===== config.mk =====
export PLATFORM = sky130hd
export DESIGN_NAME = if_fetch_stage
export DESIGN_NICKNAME = d
export VERILOG_FILES = /design/src/rtl/if_fetch_stage_pkg.sv /design/src/rtl/fetch_perf_counters.sv /design/src/rtl/if_fetch_stage.sv
export SDC_FILE = /design/constraint.sdc
export NUM_CORES = 1
export LEC_CHECK = 0
export BUFFER_PORTS_ARGS = -buffer_cell sky130_fd_sc_hd__buf_2
export CAP_MARGIN = 5
export CORE_MARGIN = 10
export CORE_UTILIZATION = 35
export DETAILED_ROUTE_END_ITERATION = 8
export PLACE_DENSITY_LB_ADDON = 0.15
export SETUP_SLACK_MARGIN = 0.05
export SLEW_MARGIN = 20
export SYNTH_ARGS = -nofsm -noshare
export SYNTH_HDL_FRONTEND = slang
export SYNTH_SLANG_ARGS = --single-unit

===== constraint.sdc =====
create_clock -name clk -period 4.9 [get_ports clk]
set_input_delay 0.98 -clock clk [delete_from_list [all_inputs] [get_ports clk]]
set_output_delay 0.98 -clock clk [all_outputs]
set_load 0.005 [all_outputs]

===== src/rtl/if_fetch_stage_pkg.sv =====
// Shared pipeline definitions: front-end widths, reset PC, fetch FSM states
// and the NOP word that IF/ID uses to fill a bubble.
package if_fetch_stage_pkg;

   localparam int          PIPE_XLEN     = 32;
   localparam logic [31:0] PIPE_RESET_PC = 32'h0000_0000;
   localparam logic [31:0] PIPE_NOP      = 32'h0000_0013;

   typedef enum logic [1:0] {
      FETCH   = 2'd0,
      WAIT    = 2'd1,
      DISCARD = 2'd2
   } fetch_state_t;

endpackage


===== src/rtl/fetch_perf_counters.sv =====
// Pair of free-running, wrapping event counters with individual enables.
// Generic so the same block can count I-cache or D-cache events.
module fetch_perf_counters #(
   parameter int CNT_W = 32
) (
   input  logic             clk,
   input  logic             reset,
   input  logic             inc0,
   input  logic             inc1,
   output logic [CNT_W-1:0] count0,
   output logic [CNT_W-1:0] count1
);

   logic [1:0]       inc;
   logic [CNT_W-1:0] count_reg [2];

   assign inc = {inc1, inc0};

   genvar gi;
   generate
      for (gi = 0; gi < 2; gi++) begin : g_cnt
         always_ff @(posedge clk or posedge reset) begin
            if (reset) begin
               count_reg[gi] <= '0;
            end else if (inc[gi]) begin
               count_reg[gi] <= count_reg[gi] + CNT_W'(1);
            end
         end
      end
   endgenerate

   assign count0 = count_reg[0];
   assign count1 = count_reg[1];

endmodule


===== src/rtl/if_fetch_stage.sv =====
// Instruction-fetch stage: owns the PC, drives the I-cache request, handles
// EX redirects, hazard stalls and squashing of fetches made stale by a redirect.
module if_fetch_stage
   import if_fetch_stage_pkg::*;
#(
   parameter int              XLEN     = PIPE_XLEN,
   parameter logic [XLEN-1:0] RESET_PC = PIPE_RESET_PC,
   parameter int              CNT_W    = 32
) (
   input  logic             clk,
   input  logic             reset,
   input  logic             stall,
   input  logic             redirect,
   input  logic [XLEN-1:0]  redirect_target,
   output logic             imem_req,
   output logic [XLEN-1:0]  imem_addr,
   input  logic [XLEN-1:0]  imem_rdata,
   input  logic             imem_ready,
   output logic [XLEN-1:0]  pc,
   output logic [XLEN-1:0]  pcAdd4,
   output logic [XLEN-1:0]  inst,
   output logic             if_valid,
   output logic             fetch_stall,
   output logic             misalign_err,
   output logic [CNT_W-1:0] fetch_count,
   output logic [CNT_W-1:0] miss_cycles
);

   fetch_state_t    state;
   logic [XLEN-1:0] pc_q;
   logic [XLEN-1:0] req_addr_q;
   logic [XLEN-1:0] cur_addr;
   logic [XLEN-1:0] aligned_target;
   logic            in_discard;
   logic            misalign_q;
   logic            fetch_en;

   // While a request is outstanding the cache sees the latched address, so
   // pc_q is free to hold a redirect target in DISCARD.
   assign cur_addr       = (state == FETCH) ? pc_q : req_addr_q;
   assign aligned_target = {redirect_target[XLEN-1:2], 2'b00};
   assign in_discard     = (state == DISCARD);

   assign imem_req     = ~reset;
   assign imem_addr    = cur_addr;
   assign pc           = cur_addr;
   assign pcAdd4       = cur_addr + XLEN'(4);
   assign if_valid     = ~reset & imem_ready & ~in_discard;
   assign fetch_stall  = ~reset & (~imem_ready | in_discard);
   assign inst         = if_valid ? imem_rdata : '0;
   assign misalign_err = misalign_q;
   assign fetch_en     = if_valid & ~stall & ~redirect;

   always_ff @(posedge clk or posedge reset) begin
      if (reset) begin
         state      <= FETCH;
         pc_q       <= RESET_PC;
         req_addr_q <= '0;
         misalign_q <= 1'b0;
      end else if (redirect) begin
         pc_q <= aligned_target;
         if (redirect_target[1:0] != 2'b00) begin
            misalign_q <= 1'b1;
         end
         if (!imem_ready) begin
            state <= DISCARD;
            if (state == FETCH) begin
               req_addr_q <= pc_q;
            end
         end else begin
            state <= FETCH;
         end
      end else if (stall) begin
         // In DISCARD pc_q already holds the redirect target; keep it.
         if (!in_discard) begin
            pc_q <= cur_addr;
         end
         if (!imem_ready) begin
            if (state == FETCH) begin
               state      <= WAIT;
               req_addr_q <= pc_q;
            end
         end else begin
            state <= FETCH;
         end
      end else if (imem_ready) begin
         if (!in_discard) begin
            pc_q <= cur_addr + XLEN'(4);
         end
         state <= FETCH;
      end else if (state == FETCH) begin
         state      <= WAIT;
         req_addr_q <= pc_q;
      end
   end

   fetch_perf_counters #(
      .CNT_W (CNT_W)
   ) u_perf (
      .clk    (clk),
      .reset  (reset),
      .inc0   (fetch_en),
      .inc1   (fetch_stall),
      .count0 (fetch_count),
      .count1 (miss_cycles)
   );

endmodule


==> flow_metrics.env <==
export IMPL_grt_max_degree=71
export IMPL_grt_usage=0.175
export IMPL_hp_class="reg2reg"
export IMPL_final_setup_viol_count=0
export IMPL_crit_arrival_ns=3.39
export IMPL_outcome="finished, final reports clean"
export IMPL_max_cap_violations=0
export IMPL_gp_congestion=0.777
export IMPL_netlist_area_leader_share=0.416
export IMPL_core_um2=22000
export IMPL_insertion_delay_ns=0.42
export IMPL_synth_distinct_cells=61
export IMPL_synth_most_common_cell="dfrtp_1"
export IMPL_die_h_um=170
export IMPL_drv_slew=0
export IMPL_fin_ws_ns=0.531
export IMPL_cpMostUsedCell="nand2_1"
export IMPL_max_freq_mhz=229
export IMPL_dieArea_um2=28900
export IMPL_area_growth_pct=24.9
export IMPL_drt_met1_wl_um=11600
export IMPL_tightest_slew_ns=0.910
export IMPL_crit_family="simple AND/OR/NAND/NOR gates"
export IMPL_crit_path_end_kind="output port"
export IMPL_peakVddDrop_mv=0.207
export IMPL_h_tree_depth=4
export IMPL_synth_nets=919
export IMPL_num_io_pins=265
export IMPL_period_share=0.892
export IMPL_cts_buffers=17
export IMPL_cp_required_ns=3.92
export IMPL_fin_skew_ns=0.0114
export IMPL_first_pass_iters=4
export IMPL_fin_tns_setup_ns=0
export IMPL_crit_buf_inv=1
export IMPL_yosysTopAreaCell="dfrtp_1"
export IMPL_hold_buffers=0
export IMPL_critPathSlowestCell="nor4_2"
export IMPL_fp_dieW_um=170
export IMPL_dp_slack_ns=0.922
export IMPL_routed_wl_met2_um=11900
export IMPL_final_hold_viol_count=0
export IMPL_fin_cells=1365
export IMPL_postSynthAreaPerCell_um2=9.31
export IMPL_timing_hold_ws_ns=0.458
export IMPL_drc=0
export IMPL_max_stage_delay_ns=0.56
export IMPL_grt_overflow=0
export IMPL_r2r_slack_ns=1.76
export IMPL_start_kind="flop"
export IMPL_post_cts_buffers=0
export IMPL_synth_common_cells="131 x dfrtp_1, 110 x nand2_1, 76 x nor2_1, 76 x xnor2_1"
export IMPL_ant_nets=0
export IMPL_clk_pin_slew_ns=0.06
export IMPL_yosys_register_bits=131
export IMPL_yosys_warnings=0
export IMPL_initial_core_util=0.359
export IMPL_drive_gt1_frac=0.345
export IMPL_clockRootBuffer="clkbuf_16"
export IMPL_tritoncts="yes"
export IMPL_wl_per_cell_um=18.9
export IMPL_path_cells="or3b_2, nand2_1, ha_1, nand2_1, o21ai_2, nand3_2, nor4_2, xnor2_1, buf_2"
export IMPL_p_total_mw=3.68
export IMPL_syn_inst=847
export IMPL_grt_pass1_wl_um=40200
export IMPL_synth_edf_count=0
export IMPL_top_layer="met5"
export IMPL_dp_hpwl_um=19300
export IMPL_cts_sinks=131
export IMPL_rsz0062_at_grt="no"
export IMPL_antenna_found_initial=2
export IMPL_io_buffers=264
export IMPL_dp_cells=1332
export IMPL_worstPathMaxFanout=13
export IMPL_period_needed_ns=4.37
export IMPL_synthArstFlopShare=1.00
export IMPL_cts_resized=0
export IMPL_netlist_area_um2=7880
export IMPL_rows=54
export IMPL_leakage_nw=4.80
export IMPL_drt_iter0_drc=533
export IMPL_synth_yosys_seq_area_share=0.416
export IMPL_vias=6846
export IMPL_synth_area_leaders="dfrtp_1 42%, xnor2_1 8.4%, mux2_2 6.0%, nand2_1 5.2%, nor2_1 3.6%"
export IMPL_clk_path_buf_depth=2
export IMPL_grt_pass1_vias=6980
export IMPL_route_met3_wl_um=2040
export IMPL_power_density_nw_per_um2=374
export IMPL_final_nets=1143
export IMPL_critical_path_class="reg2out"
export IMPL_synthFlopType="dfrtp_1"
export IMPL_max_slew_margin=0.393
export IMPL_routed_via_density=5.02
export IMPL_wl_um=25800
-- routing by layer --
metal	GRT usage	vias up
met4	0.0481	2
met1	0.220	3268
met5	0	-
met2	0.281	242
met3	0.0569	15
li1	-	3319
-- layout make-up --
class | count | area, µm²
diodes | 1 | 2.50
clock buffers | 18 | 429
clock inverters | 14 | 178
fillers | 2172 | 12100
inverters | 18 | 71.3
multi-input cells | 625 | 4110
flip-flops and latches | 131 | 3280
well taps | 280 | 350
repair buffers | 278 | 1430
-- cell usage in the layout (no fill, tap or decap), types with 3 or more instances in the layout --
master,Yosys,layout
buf_2,7,264
dfrtp_1,131,131
nand2_1,110,110
xnor2_1,76,76
nor2_1,76,74
mux2_2,42,42
a21oi_1,42,42
and2_1,35,35
nand3_1,32,32
xor2_1,28,28
o21ai_0,19,19
clkbuf_16,0,17
inv_1,17,16
nor3_1,17,16
o211ai_1,14,14
nand4_1,14,14
buf_4,35,14
mux2i_1,11,11
and3_1,11,11
nor2b_1,9,9
nor3b_1,9,9
nand4bb_1,9,9
and4_1,6,6
nor4_2,5,5
clkinvlp_4,0,5
nand2b_1,4,4
a31oi_1,4,4
inv_6,0,4
or3_1,3,3
a22oi_1,3,3
nor4_1,3,3
a21o_1,3,3
a211oi_1,3,3
ha_1,3,3
bufinv_16,0,3
-- kinds of logic after synthesis --
| family | share of synthesized area |
|---|---|
| AND/OR/NAND/NOR | 0.235 |
| flip-flops | 0.416 |
| XOR/XNOR | 0.118 |
| adder cells (fa/ha/maj) | 0.00476 |
| AO/OA/AOI/OAI | 0.0883 |
| buffers and inverters | 0.0649 |
| multiplexers | 0.0740 |
-- sequential cells by signal, summed over array words and instances (netlist names) --
| signal | count |
|---|---|
| state | 2 |
| u_perf.count0 | 32 |
| pc_q | 32 |
| misalign_err | 1 |
| req_addr_q | 32 |
| u_perf.count1 | 32 |
-- where the power goes --
group / total, mW / internal, mW / leakage [nW] / switching [mW]
logic: 0.988 / 0.445 / 2.85 / 0.543
clock network: 1.32 / 0.807 / 0.284 / 0.511
registers: 1.38 / 1.23 / 1.67 / 0.146
-- final timing paths --
path / depth (start not counted) / start / endpoint
worst min register to register: 1 / u_perf.count1[31] / u_perf.count1[31]
worst max register to register: 9 / state[0] / pc_q[28]
max in group asynchronous: 4 / reset / req_addr_q[8]
min in group asynchronous: 3 / reset / req_addr_q[11]
worst min-delay path: 1 / u_perf.count1[31] / u_perf.count1[31]
worst max-delay path: 9 / state[0] / pcAdd4[28]
-- stage by stage --
step	instance area (µm²)	utilization
CTS	9840	0.448
floorplan	7890	-
finish	9840	0.448
detailed placement	9230	0.420
global placement	9230	0.420
global route	9840	0.448
Note: power is estimated with default switching activity, not from simulation.
